**src/rtl/two_reg_fifo_if.sv**
```systemverilog
// Handshake bundle for the two-entry elastic buffer.
// The master side writes and reads entries; the slave side is the FIFO itself.
interface two_reg_fifo_if #(
  parameter int WIDTH = 8
);
  logic             iWrEn;
  logic [WIDTH-1:0] iWrDat;
  logic             iRdEn;
  logic             oFul;
  logic             oEmpty;
  logic [1:0]       oDatVld;
  logic [WIDTH-1:0] oRdDat;

  modport master (
    output iWrEn,
    output iWrDat,
    output iRdEn,
    input  oFul,
    input  oEmpty,
    input  oDatVld,
    input  oRdDat
  );

  modport slave (
    input  iWrEn,
    input  iWrDat,
    input  iRdEn,
    output oFul,
    output oEmpty,
    output oDatVld,
    output oRdDat
  );
endinterface

```
**src/rtl/two_reg_fifo.sv**
```systemverilog
// Two-entry first-word-fall-through FIFO made of a head and a tail register.
// The head entry is always shown on oRdDat; all outputs come from registers.
// Optional feature macro: TWO_REG_FIFO_PASS_EN -- when defined, a write is
// accepted while full as long as a read is accepted in the same cycle.
module two_reg_fifo #(
  parameter int WIDTH = 8
) (
  input logic           clk,
  input logic           rst,
  two_reg_fifo_if.slave bus
);

  logic [WIDTH-1:0] head;
  logic [WIDTH-1:0] tail;
  logic             headVld;
  logic             tailVld;
  logic             wrAcc;
  logic             rdAcc;

`ifdef TWO_REG_FIFO_PASS_EN
  assign wrAcc = bus.iWrEn & (~tailVld | bus.iRdEn);
`else
  assign wrAcc = bus.iWrEn & ~tailVld;
`endif
  assign rdAcc = bus.iRdEn & headVld;

  assign bus.oDatVld = {tailVld, headVld};
  assign bus.oEmpty  = ~headVld;
  assign bus.oFul    = tailVld;
  assign bus.oRdDat  = head;

  // Occupancy-driven update of the two slots; data registers are never
  // cleared by a read, only the valid bits drop.
  always_ff @(posedge clk or negedge rst) begin
    if (!rst) begin
      head    <= '0;
      tail    <= '0;
      headVld <= 1'b0;
      tailVld <= 1'b0;
    end else begin
      case ({tailVld, headVld})
        2'b00: begin
          if (wrAcc) begin
            head    <= bus.iWrDat;
            headVld <= 1'b1;
          end
        end
        2'b01: begin
          case ({wrAcc, rdAcc})
            2'b10: begin
              tail    <= bus.iWrDat;
              tailVld <= 1'b1;
            end
            2'b01: begin
              headVld <= 1'b0;
            end
            2'b11: begin
              head <= bus.iWrDat;
            end
            default: begin
            end
          endcase
        end
        2'b11: begin
          if (rdAcc) begin
            head <= tail;
            if (wrAcc) begin
              tail <= bus.iWrDat;
            end else begin
              tailVld <= 1'b0;
            end
          end
        end
        default: begin
        end
      endcase
    end
  end

endmodule

```
**src/flat_wrapper.sv**
```systemverilog
// flat-port wrapper written by rule: the top's interface ports become plain ports
module two_reg_fifo_flat 
#(
  parameter int WIDTH = 8
)
  (clk, rst, bus_iWrEn, bus_iWrDat, bus_iRdEn, bus_oFul, bus_oEmpty, bus_oDatVld, bus_oRdDat);
  two_reg_fifo_if #(.WIDTH(WIDTH)) bus_i ();
  input logic clk;
  input logic rst;
  input wire logic [$bits(bus_i.iWrEn)-1:0] bus_iWrEn;
  input wire logic [$bits(bus_i.iWrDat)-1:0] bus_iWrDat;
  input wire logic [$bits(bus_i.iRdEn)-1:0] bus_iRdEn;
  output wire logic [$bits(bus_i.oFul)-1:0] bus_oFul;
  output wire logic [$bits(bus_i.oEmpty)-1:0] bus_oEmpty;
  output wire logic [$bits(bus_i.oDatVld)-1:0] bus_oDatVld;
  output wire logic [$bits(bus_i.oRdDat)-1:0] bus_oRdDat;
  assign bus_i.iWrEn = bus_iWrEn;
  assign bus_i.iWrDat = bus_iWrDat;
  assign bus_i.iRdEn = bus_iRdEn;
  assign bus_oFul = bus_i.oFul;
  assign bus_oEmpty = bus_i.oEmpty;
  assign bus_oDatVld = bus_i.oDatVld;
  assign bus_oRdDat = bus_i.oRdDat;
  two_reg_fifo #(.WIDTH(WIDTH)) u_core (.clk(clk), .rst(rst), .bus(bus_i));
endmodule
```
**config.mk**
```make
export PLATFORM = sky130hd
export DESIGN_NAME = two_reg_fifo_flat
export DESIGN_NICKNAME = d
export VERILOG_FILES = /design/src/rtl/two_reg_fifo_if.sv /design/src/rtl/two_reg_fifo.sv /design/src/flat_wrapper.sv
export SDC_FILE = /design/constraint.sdc
export NUM_CORES = 1
export LEC_CHECK = 0
export CAP_MARGIN = 20
export CORE_UTILIZATION = 35
export CTS_BUF_LIST = sky130_fd_sc_hd__clkbuf_8
export CTS_CLUSTER_DIAMETER = 120
export DETAILED_ROUTE_END_ITERATION = 8
export PLACE_DENSITY = 0.66
export SKIP_LAST_GASP = 1
export SYNTH_ARGS = -nofsm -noshare
export SYNTH_HDL_FRONTEND = slang
export SYNTH_SLANG_ARGS = --single-unit
```
**constraint.sdc**
```tcl
create_clock -name clk -period 1.4 [get_ports clk]
set_clock_uncertainty 0.15 [all_clocks]
set_input_delay 0.14 -clock clk [delete_from_list [all_inputs] [get_ports clk]]
set_output_delay 0.14 -clock clk [all_outputs]
set_load 0.005 [all_outputs]
```
==> results.py <==
metrics = {
    "outcome": {
        "outcome": "complete, but fails checks",
        "violations": "setup timing",
    },
    "detailed_routing": {
        "detail_route.iter0.violations": 3,
        "remaining_drc_errors": 0,
        "detail-route-antenna-nets": 0,
        "vias_per_cell": 4.880,
        "routed_wire_length_per_instance_microns": 15.22,
        "drt_wl_total_microns": 1902,
        "drt_pass1_iterations": 2,
        "vias": 610,
    },
    "final_layout": {
        "final_cell_count_no_fill": 125,
        "post_route_cells_drive_above_1_share_pct": 58.76,
        "multi_input_area_sq_um": 464.2,
        "final-seq-area_sq_um": 452.9,
        "synthToLayoutAreaGrowth_pct": 69.89,
        "n_antenna_cell": 0,
        "fillers": 169,
        "num-nets-final": 110,
        "final_cell_area_sq_um": 1405,
        "final_util_pct": 63.52,
    },
    "floorplan": {
        "initial_utilization_pct": 37.39,
        "coreArea_sq_um": 2212,
        "io_pins": 24,
        "dieHeight_microns": 50.61,
        "horizontal_die_dimension_microns": 50.61,
        "dieArea_sq_um": 2561,
        "number_of_cell_rows": 17,
    },
    "sta": {
        "period_share_pct": 109.9,
        "final_setup_viols": 17,
        "final-hold-violation-count": 0,
        "worst_slew_margin_rel_pct": 81.21,
        "layout_setup_ws_ns": -0.1381,
        "post-route-min-period_ns": 1.538,
        "worst_slew_pin_slew_ns": 0.2809,
        "setup_repair_after_global_routing_missed_its_margin": "true",
        "slew_viol_final": 0,
        "achievable-frequency_mhz": 650.2,
    },
    "placement": {
        "dp_cells": 110,
        "place.gp.congestion": 0.6782,
        "number_of_input_and_output_port_buffers_inserted": 23,
        "dp.final_hpwl_microns": 1047,
        "place_area_sq_um": 1162,
    },
    "yosys": {
        "synth.cells.most_frequent": "sky130_fd_sc_hd__mux2_2 (24), sky130_fd_sc_hd__dfrtp_1 (18), sky130_fd_sc_hd__a21oi_1 (2), sky130_fd_sc_hd__buf_4 (2)",
        "number_of_synthesized_register_bits": 18,
        "netlist_top_cells_area": "sky130_fd_sc_hd__dfrtp_1 (54%), sky130_fd_sc_hd__mux2_2 (33%), sky130_fd_sc_hd__a2bb2oi_4 (3.2%), sky130_fd_sc_hd__nor3_4 (2.0%), sky130_fd_sc_hd__buf_4 (1.8%)",
        "cells_after_synthesis": 54,
        "synth-warning-count": 0,
        "netlist-cell-type-count": 12,
        "post-synth-top-count-cell": "sky130_fd_sc_hd__mux2_2",
        "synth.cell_area_sq_um": 827.0,
        "dominantRegCellSynth": "sky130_fd_sc_hd__dfrtp_1",
        "synth_enable_flop_cells": 0,
        "yosysSeqAreaShare_pct": 54.46,
        "synth_top_area_cell": "sky130_fd_sc_hd__dfrtp_1",
        "syn-mean-instance-area_sq_um": 15.32,
        "synthArstFlopShare_pct": 100.0,
        "synth_largest_type_area_fraction_pct": 54.46,
        "postSynthNetCount": 66,
    },
    "global_routing": {
        "global_route_total_usage_across_every_layer_pct": 15.10,
        "grt_pass1_vias": 587,
        "wire_length_of_the_first_global_routing_pass_microns": 2773,
        "grt_remaining_overflow": 0,
        "antenna_found_initial": 0,
        "grt_start_max_net_pins": 19,
    },
    "setup_path": {
        "timing.rr.end": "u_core.bus.oRdDat[2]$_DFFE_PN0P_",
        "r2r_start": "u_core.bus.oFul$_DFFE_PN0P_",
        "worst-setup-path-type": "flip-flop to flip-flop",
        "ff2ff_setup_slack_ns": -0.14,
        "path_max_fanout": 5,
        "timing.critical_path.to_type": "flip-flop",
        "crit_required_ns": 1.39,
        "reg2regPathDepth": 4,
        "worstSetupStartpointType": "flip-flop",
        "critical_path_arrival_ns": 1.53,
    },
    "job": {
        "timing.max_cap.violations": 0,
    },
    "pwr": {
        "sequentialPowerShare_pct": 30.2,
        "comb_power_share_pct": 56.5,
        "swShare_pct": 29.16,
        "leakagePower_nw": 0.7003,
        "p_total_mw": 3.201,
        "total_switching_power_uw": 933.2,
        "vdd_drop_max_mv": 1.213,
        "clock_power_share_pct": 13.3,
        "p_per_area_nw_per_um2": 2278,
        "internal_power_mw": 2.268,
    },
    "hold_path": {
        "hold_path_class": "input pin to asynchronous set/reset pin",
    },
    "cts": {
        "cts.clk_slew.worst_paths_ns": 0.07,
        "maximum_level_of_the_cts_h_tree": 1,
        "cts-buffers-inserted": 3,
        "cts_root_buf": "sky130_fd_sc_hd__clkbuf_8",
        "numClockSinks": 18,
        "cts_tree": "done",
        "post_cts_hold_buffer_count": 0,
        "insertion_delay_ns": 0.25,
        "cts-root-to-sink-buffers": 2,
    },
}
worst max-delay path: stages (launching register included):
cell and delay (ns):
sky130_fd_sc_hd__dfrtp_2 0.45, sky130_fd_sc_hd__buf_6 0.14, sky130_fd_sc_hd__nand2_8 0.09, sky130_fd_sc_hd__mux2_2 0.33, sky130_fd_sc_hd__mux2_4 0.26
worst max path at each step:
| stage | startpoint | to | cells past startpoint |
|---|---|---|---|
| finish | u_core.bus.oFul$_DFFE_PN0P_ | u_core.bus.oRdDat[2]$_DFFE_PN0P_ | 4 |
| global route | u_core.bus.oFul$_DFFE_PN0P_ | u_core.bus.oRdDat[3]$_DFFE_PN0P_ | 4 |
| CTS | u_core.headVld$_DFFE_PN0P_ | u_core.tail[5]$_DFFE_PN0P_ | 5 |
| detailed placement | bus_iWrEn | u_core.tail[2]$_DFFE_PN0P_ | 5 |
| global placement | bus_iWrEn | u_core.bus.oRdDat[6]$_DFFE_PN0P_ | 4 |
| floorplan | u_core.bus.oFul$_DFFE_PN0P_ | u_core.bus.oRdDat[0]$_DFFE_PN0P_ | 3 |
power by group through the flow:
stage	clock (mW)	combinational, mW	sequential, mW
2_1_floorplan	0	0.702	0.971
6_report	0.427	1.81	0.966
3_5_place_dp	0	1.27	0.981
4_1_cts	0.439	1.56	0.948
5_1_grt	0.455	1.92	1.00
3_3_place_gp	0	1.26	0.973
stage by stage:
step	setup WS [ns]	hold WS [ns]	TNS [ns]
global route	-0.1739	0.07771	-2.650
finish	-0.1381	0.05799	-1.997
floorplan	-0.06679	-0.3056	-0.9295
global placement	-0.3432	0.3405	-5.465
CTS	-0.1440	0.06062	-2.113
detailed placement	-0.3643	0.3358	-5.687
metal layers:
layer | global-route usage [%] | wire length [microns] | vias up
met2 | 24.22 | 963 | 18
li1 | - | - | 277
met5 | 0 | 0 | -
met3 | 4.545 | 90 | 2
met4 | 5.556 | 16 | 0
met1 | 19.05 | 832 | 313
area by class of cell:
class / instances / area share, %
well taps: 28 / 2.493
repair buffers: 40 / 28.05
multi-input cells: 34 / 33.04
clock buffers: 4 / 3.918
flip-flops and latches: 18 / 32.24
inverters: 1 / 0.2671
registers in the layout (all words and copies together), names as in the netlist:
signal,count
u_core.bus.oFul,1
u_core.bus.oRdDat,8
u_core.headVld,1
u_core.tail,8
cell families after synthesis:
group                  after synthesis  synth area share [%]
buffers and inverters                3                 2.268
AND/OR/NAND/NOR                      5                 5.598
flip-flops                          18                 54.46
multiplexers                        24                 32.68
AO/OA/AOI/OAI                        4                 4.992
placed cells by master, fill, tap and decap left out, types with 2 or more instances in the layout:
master                             n
sky130_fd_sc_hd__dlygate4sd2_1     5
sky130_fd_sc_hd__dlymetal6s2s_1    5
sky130_fd_sc_hd__dfrtp_2           2
sky130_fd_sc_hd__clkbuf_2          2
sky130_fd_sc_hd__buf_6             4
sky130_fd_sc_hd__buf_4            11
sky130_fd_sc_hd__nand2_4           2
sky130_fd_sc_hd__clkbuf_8          4
sky130_fd_sc_hd__buf_12            2
sky130_fd_sc_hd__mux2_2            5
sky130_fd_sc_hd__clkdlybuf4s50_1  11
sky130_fd_sc_hd__a21oi_1           2
sky130_fd_sc_hd__mux2_4           19
sky130_fd_sc_hd__dfrtp_1          16
repair_timing:
| item | CTS | global route |
|---|---|---|
| resized for setup | 15 | 25 |
| cloned | 1 | 0 |
| setup endpoints to repair | 23 | 24 |
| pin swaps | 2 | 2 |
| setup buffers | 7 | 3 |
| hold endpoints to repair | 0 | 0 |
No activity file was read; power rests on OpenSTA's default activity.
